File: src/rtl/bcd_splitter_seq.sv
// Sequential binary-to-BCD converter (iterative double-dabble) with start/busy/done handshake.
// Digits above DIGITS are truncated; any carry out of the top digit raises overflow.
module bcd_splitter_seq #(
  parameter int unsigned BIN_W  = 8,
  parameter int unsigned DIGITS = 3
) (
  input  logic                  clk,
  input  logic                  rst,
  input  logic                  start,
  input  logic [BIN_W-1:0]      bin,
  output logic                  busy,
  output logic                  done,
  output logic [4*DIGITS-1:0]   bcd,
  output logic                  overflow
);

  localparam int unsigned SW = 4 * DIGITS + BIN_W;
  localparam int unsigned CW = $clog2(BIN_W + 1);
  localparam logic [CW-1:0] CntInit = CW'(BIN_W);
  localparam logic [CW-1:0] CntOne  = CW'(1);

  typedef enum logic {StIdle, StShift} state_e;

  state_e        state_q;
  logic [SW-1:0] sr_q;
  logic [SW-1:0] adj;
  logic [SW-1:0] shifted;
  logic [CW-1:0] cnt_q;
  logic          ovf_q;
  logic          ovf_nxt;

  // Add-3 correction on every digit, then one left shift of the whole register.
  always_comb begin
    adj = sr_q;
    for (int unsigned i = 0; i < DIGITS; i++) begin
      if (adj[BIN_W+4*i +: 4] >= 4'd5) begin
        adj[BIN_W+4*i +: 4] = adj[BIN_W+4*i +: 4] + 4'd3;
      end
    end
    shifted = {adj[SW-2:0], 1'b0};
    ovf_nxt = ovf_q | adj[SW-1];
  end

  always_ff @(posedge clk) begin
    if (rst) begin
      state_q  <= StIdle;
      sr_q     <= '0;
      cnt_q    <= '0;
      ovf_q    <= 1'b0;
      busy     <= 1'b0;
      done     <= 1'b0;
      bcd      <= '0;
      overflow <= 1'b0;
    end else begin
      unique case (state_q)
        StIdle: begin
          done <= 1'b0;
          if (start) begin
            sr_q    <= {{(4*DIGITS){1'b0}}, bin};
            cnt_q   <= CntInit;
            ovf_q   <= 1'b0;
            busy    <= 1'b1;
            state_q <= StShift;
          end
        end
        StShift: begin
          sr_q  <= shifted;
          ovf_q <= ovf_nxt;
          cnt_q <= cnt_q - CntOne;
          if (cnt_q == CntOne) begin
            bcd      <= shifted[SW-1:BIN_W];
            overflow <= ovf_nxt;
            done     <= 1'b1;
            busy     <= 1'b0;
            state_q  <= StIdle;
          end
        end
        default: state_q <= StIdle;
      endcase
    end
  end

endmodule

File: config.mk
export PLATFORM = sky130hd
export DESIGN_NAME = bcd_splitter_seq
export DESIGN_NICKNAME = d
export VERILOG_FILES = /design/src/rtl/bcd_splitter_seq.sv
export SDC_FILE = /design/constraint.sdc
export NUM_CORES = 1
export LEC_CHECK = 0
export BUFFER_PORTS_ARGS = -buffer_cell sky130_fd_sc_hd__buf_2
export CELL_PAD_IN_SITES_DETAIL_PLACEMENT = 1
export CELL_PAD_IN_SITES_GLOBAL_PLACEMENT = 2
export CORE_MARGIN = 1
export CORE_UTILIZATION = 31
export CTS_CLUSTER_DIAMETER = 50
export DETAILED_ROUTE_END_ITERATION = 10
export GPL_ROUTABILITY_DRIVEN = 1
export GPL_TIMING_DRIVEN = 0
export HOLD_SLACK_MARGIN = 0.05
export PLACE_DENSITY_LB_ADDON = 0.15
export SYNTH_ARGS = -nofsm -noshare
export SYNTH_HDL_FRONTEND = slang
export SYNTH_SLANG_ARGS = --single-unit
File: constraint.sdc
create_clock -name clk -period 1.42 [get_ports clk]
set_input_delay 0.142 -clock clk [delete_from_list [all_inputs] [get_ports clk]]
set_output_delay 0.142 -clock clk [all_outputs]
set_load 0.02 [all_outputs]
* Yosys cells after proc, flatten, opt, wreduce, memory -nomap -nowiden *
Index checks and enable logic that the tools add are counted.

word-level totals
  register bits = 41
  input bits = 11
  output and inout bits = 15
  word-level logic and storage cells = 39

cells by class
  add/sub/neg operators = 4
  order comparisons = 3
  equality and inequality tests = 3
  multiplexer cells = 17
  bitwise operators = 2
  reduce and logical (&&, ||, !) cells = 2

operators by type and width
  cell                                                                number
  one-hot mux 20 bit (2 select lines)                                 1
  2-to-1 mux 20 bit                                                   1
  2-to-1 mux 4 bit                                                    4
  adder 4 x 2 -> 4 bit (second input constant)                        3
  greater-or-equal comparator 4 x 3 -> 1 bit (second input constant)  3
  one-hot mux 1 bit (2 select lines)                                  4
  one-hot mux 4 bit (2 select lines)                                  1
  2-to-1 mux 1 bit                                                    6
  == test 4 x 1 -> 1 bit (second input constant)                      1
  AND reduction 2 bit                                                 2
  subtractor 4 x 1 -> 4 bit (second input constant)                   1
  inequality test 2 x 1 -> 1 bit (second input constant)              1
  inequality test 2 bit (second input constant)                       1
  inverter 1 bit                                                      1
  bitwise OR 1 bit                                                    1

* Logic depth before layout (Yosys ltp) *
  depth after elaboration = 4
  mapped depth = 7
  depth with buffers taken out = 6

* Worst setup path after synthesis *
No wires, ideal clock.

  path kind = reg-to-reg
  from = reg sr_q[17]
  to = reg bcd[10]
  data arrival time = 1.298 ns
  path slack = 0.052 ns
  cell stages (with the launch flop) = 7
  buffers on the path = 0
  period minus slack after synthesis = 1.368 ns
  cells stage by stage = dfxtp_1 inv_1 ha_1 nand2b_1 a21o_1 a211o_1 a21oi_1

on the way
  word-level cells in the longest chain between the ends = 2

RTL lines
  what                                                                                       RTL line  RTL
  from (decl)                                                                                25        logic [SW-1:0] sr_q;
  from (signal assigned)                                                                     59        sr_q <= {{(4*DIGITS){1'b0}}, bin};
  from (signal assigned)                                                                     67        sr_q <= shifted;
  adder 4 x 2 -> 4 bit / greater-or-equal comparator 4 x 3 -> 1 bit (equally long branches)  37, 36
  2-to-1 mux 4 bit (*)                                                                       36        if (adj[BIN_W+4*i +: 4] >= 4'd5) begin
  to (signal assigned)                                                                       71        bcd <= shifted[SW-1:BIN_W];
  to (decl)                                                                                  13        output logic [4*DIGITS-1:0] bcd,

Mark *: on every way between the ends. The rest lies on a longest branch, timed or not.
A chain may end at the register's enable or synchronous reset.

* Final worst setup path *
  from = reg cnt_q[1]
  to = reg bcd[11]

on the way
  word-level cells in the longest chain between the ends = 2

RTL lines
  what                                  RTL line  RTL
  from (decl)                           28        logic [CW-1:0] cnt_q;
  from (signal assigned)                60        cnt_q <= CntInit;
  from (signal assigned)                69        cnt_q <= cnt_q - CntOne;
  == test 4 x 1 -> 1 bit                70        if (cnt_q == CntOne) begin
  AND reduction 2 bit (no source line)  n/a

No other way between the ends.

==> flow_summary_export.csv <==
group,metric,value,unit
placed_design,io_buffers,24,
timing,setup-tns-final,0,ns
synthesis,yosysSeqAreaShare,43.6,%
placed_design,hpwl,3300,µm
global_route,track_usage,16.6,%
layout,seq_area,836,µm²
placed_design,post-place-ws,-0.221,ns
layout,instances_no_fill,331,
die,row_count,28,
global_route,grt_overflow_total,0,
synthesis,async_flop_share,0,%
layout,fin_area,2440,µm²
timing,tightest_slew,0.480,ns
clocking,h-tree-depth,2,
pwr,vdd_drop_max,484,µV
timing,min_period,1.41,ns
synthesis,syn-instance-count,212,
min_path,hold_start,"bin[0]",
status,status,"complete, no violations",
clocking,path_clk_slew,0.08,ns
layout,fin_nets,274,
synthesis,yosysWarnings,0,
drt,drtAntennaViolNets,0,
pwr,p_leak,0.965,nW
global_route,grt_max_degree,13,
die,dieWidth,79.9,µm
clocking,clkSinkCount,41,
global_route,antenna_found_initial,0,
min_path,hold_depth,3,
setup_path,crit_path_cell_trace,"inv_2 > ha_4 > nor3b_4 > and2_4 > buf_12 > nor2_2 > a311oi_1",
drt,post_drt_wl_per_cell,14.8,µm
placed_design,placed_area,2090,µm²
setup_path,reg2reg_slack,0.01,ns
global_route,grt_pass1_vias,1682,
drt,drtIter0Drc,35,
layout,nFillCells,708,
clocking,numCtsBuffers,5,
clocking,ctsHoldBuffers,0,
drt,wl,4900,µm
timing,fmaxAchievable,711,MHz
setup_path,crit_required,1.62,ns
clocking,clockBufferDepth,2,
die,io_pins,26,
timing,hold_violations,0,
clocking,cts-root-buf,"clkbuf_8",
setup_path,slowest_stage,"dfxtp_2",
synthesis,synth_top_flop_cell,"dfxtp_1",
drt,drc,0,
layout,syn_to_final_growth,29.5,%
timing,post-route-period-util,99.1,%
setup_path,crit_path_max_incr_delay,0.34,ns
setup_path,arrival,1.61,ns
setup_path,critPathMaxFanout,3,
timing,fin_ws,0.0133,ns
synthesis,synth.avg_cell_area,8.87,µm²
timing,setup_viol,0,
die,coreArea,5890,µm²
job,maxCapViolCount,0,
placed_design,dp.cells,311,
pwr,power_density,950,nW/µm²
min_path,holdCritPathClass,"in -> reg",
die,die_h,79.9,µm
die,start_util,32.0,%
drt,avgViaCountPerCell,4.98,
global_route,grt_pass1_wl,8070,µm
drt,drt-pass1-iter-count,4,
clocking,cts_tree,"yes",
timing,slew_violations,0,
synthesis,ys_seq_elements,41,
synthesis,synth_nets,231,
pwr,power.total,0.00231,W
timing,rsz0062_at_grt,"true",
drt,route.vias.total,1647,
setup_path,end_kind,"flop",
setup_path,path_class,"reg -> reg",
layout,antenna_cells,0,
die,die-area,6380,µm²
layout,drive_gt1_share,32.8,%
setup_path,r2r_end,"bcd[11]",
min_path,hold_end,"sr_q[0]",
layout,multi_input_area,1060,µm²
timing,slew-limit-headroom,68.0,%
setup_path,reg2reg_from,"cnt_q[1]",
clocking,clk_latency,0.29,ns
placed_design,place_congestion,0.757,
timing,fin_worst_skew,0.00856,ns
setup_path,r2r_cells,7,
synthesis,synth-edff-count,0,
setup_path,cp-start-kind,"flop",
synthesis,synth.cell_area,1880,µm²
synthesis,synth.distinct_cells,33,
-- cell usage after synthesis (all sizes together) (3+ instances only) --
library cell,count,area [µm²]
xnor2,3,26.3
or3b,3,26.3
mux2i,9,90.1
nand2,15,56.3
o21ai,19,95.1
a21oi,19,95.1
nand3b,3,22.5
buf,9,55.1
inv,9,33.8
a311oi,4,35.0
clkbuf,3,11.3
nor3b,5,42.5
a211o,3,26.3
nor2,27,101
a21o,3,22.5
dfxtp,41,821
ha,8,100
a211oi,6,60.1
nand2b,6,37.5
nor3,7,40.0
a22o,4,35.0
-- state kept, by name, summed over array words and instances (netlist names) --
signal	cells
done	1
state_q	1
cnt_q	4
busy	1
bcd	12
sr_q	20
ovf_q	1
overflow	1
-- power breakdown --
part           switching, W  total, W  internal (W)
Sequential        0.0000285   0.00121       0.00118
Clock              0.000405  0.000845      0.000440
Combinational      0.000145  0.000257      0.000111
-- worst max-delay path by stage --
stage             start      end  depth (start not counted)
6_report       cnt_q[1]  bcd[11]                          7
5_1_grt        cnt_q[1]   bcd[6]                          7
4_1_cts        cnt_q[1]   bcd[8]                          7
3_5_place_dp   cnt_q[0]   bcd[4]                          6
3_3_place_gp   cnt_q[0]   bcd[4]                          6
2_1_floorplan  sr_q[17]  bcd[10]                          6
-- metrics by stage --
step | hold WS [ns] | utilization (%)
2_1_floorplan | 0.337 | -
3_3_place_gp | 0.446 | 35.6
3_5_place_dp | 0.450 | 35.6
4_1_cts | 0.179 | 39.9
5_1_grt | 0.176 | 41.4
6_report | 0.175 | 41.4
-- timing repair --
item / in CTS / in global routing
gates resized for setup: 23 / 16
endpoints found under the setup margin: 27 / 30
pin swaps: 5 / 5
setup buffers: 9 / 3
-- critical path: cells and delay by family, from the launching register on --
family	cells	cell delay [ns]
buf+inv	2	0.18
compound gates	1	0.23
fa+ha+maj	1	0.11
simple gates	3	0.46
flops	1	0.34
-- layout by cell type, fill, tap and decap left out, drive strengths merged, types with 3 or more instances in the layout --
cell type / instances
a211o: 3
a211oi: 6
a21o: 3
a21oi: 19
a22o: 4
a311oi: 4
buf: 43
clkbuf: 12
dfxtp: 41
ha: 8
inv: 9
mux2i: 9
nand2: 15
nand2b: 6
nand3b: 3
nor2: 27
nor3: 7
nor3b: 5
o21ai: 19
or3b: 3
xnor2: 3
-- layer usage --
metal | GRT usage (%) | part of all wire (%) | up-vias
met5 | 0 | 0 | -
met4 | 4.82 | 0.90 | 0
met3 | 3.66 | 2.9 | 5
met2 | 29.4 | 49 | 23
met1 | 19.9 | 47 | 798
li1 | - | - | 821
-- kinds of logic (layout without fill, tap and decap cells) --
logic type	after synthesis	in the layout	synth area share (%)
compound gates	60	60	20.4
xor+xnor	4	4	1.86
fa+ha+maj	8	8	5.32
buf+inv	21	65	5.32
flops	41	41	43.6
mux	10	10	5.39
simple gates	68	68	18.1
-- cell type report --
class	count	share of cell area, %
Timing Repair Buffer	36	9.30
Tap cell	75	3.85
Multi-Input combinational cell	150	43.7
Clock inverter	1	0.205
Clock buffer	7	3.95
Buffer	12	3.29
Sequential cell	41	34.3
Inverter	9	1.39
Power figures use the tool's default switching activity.
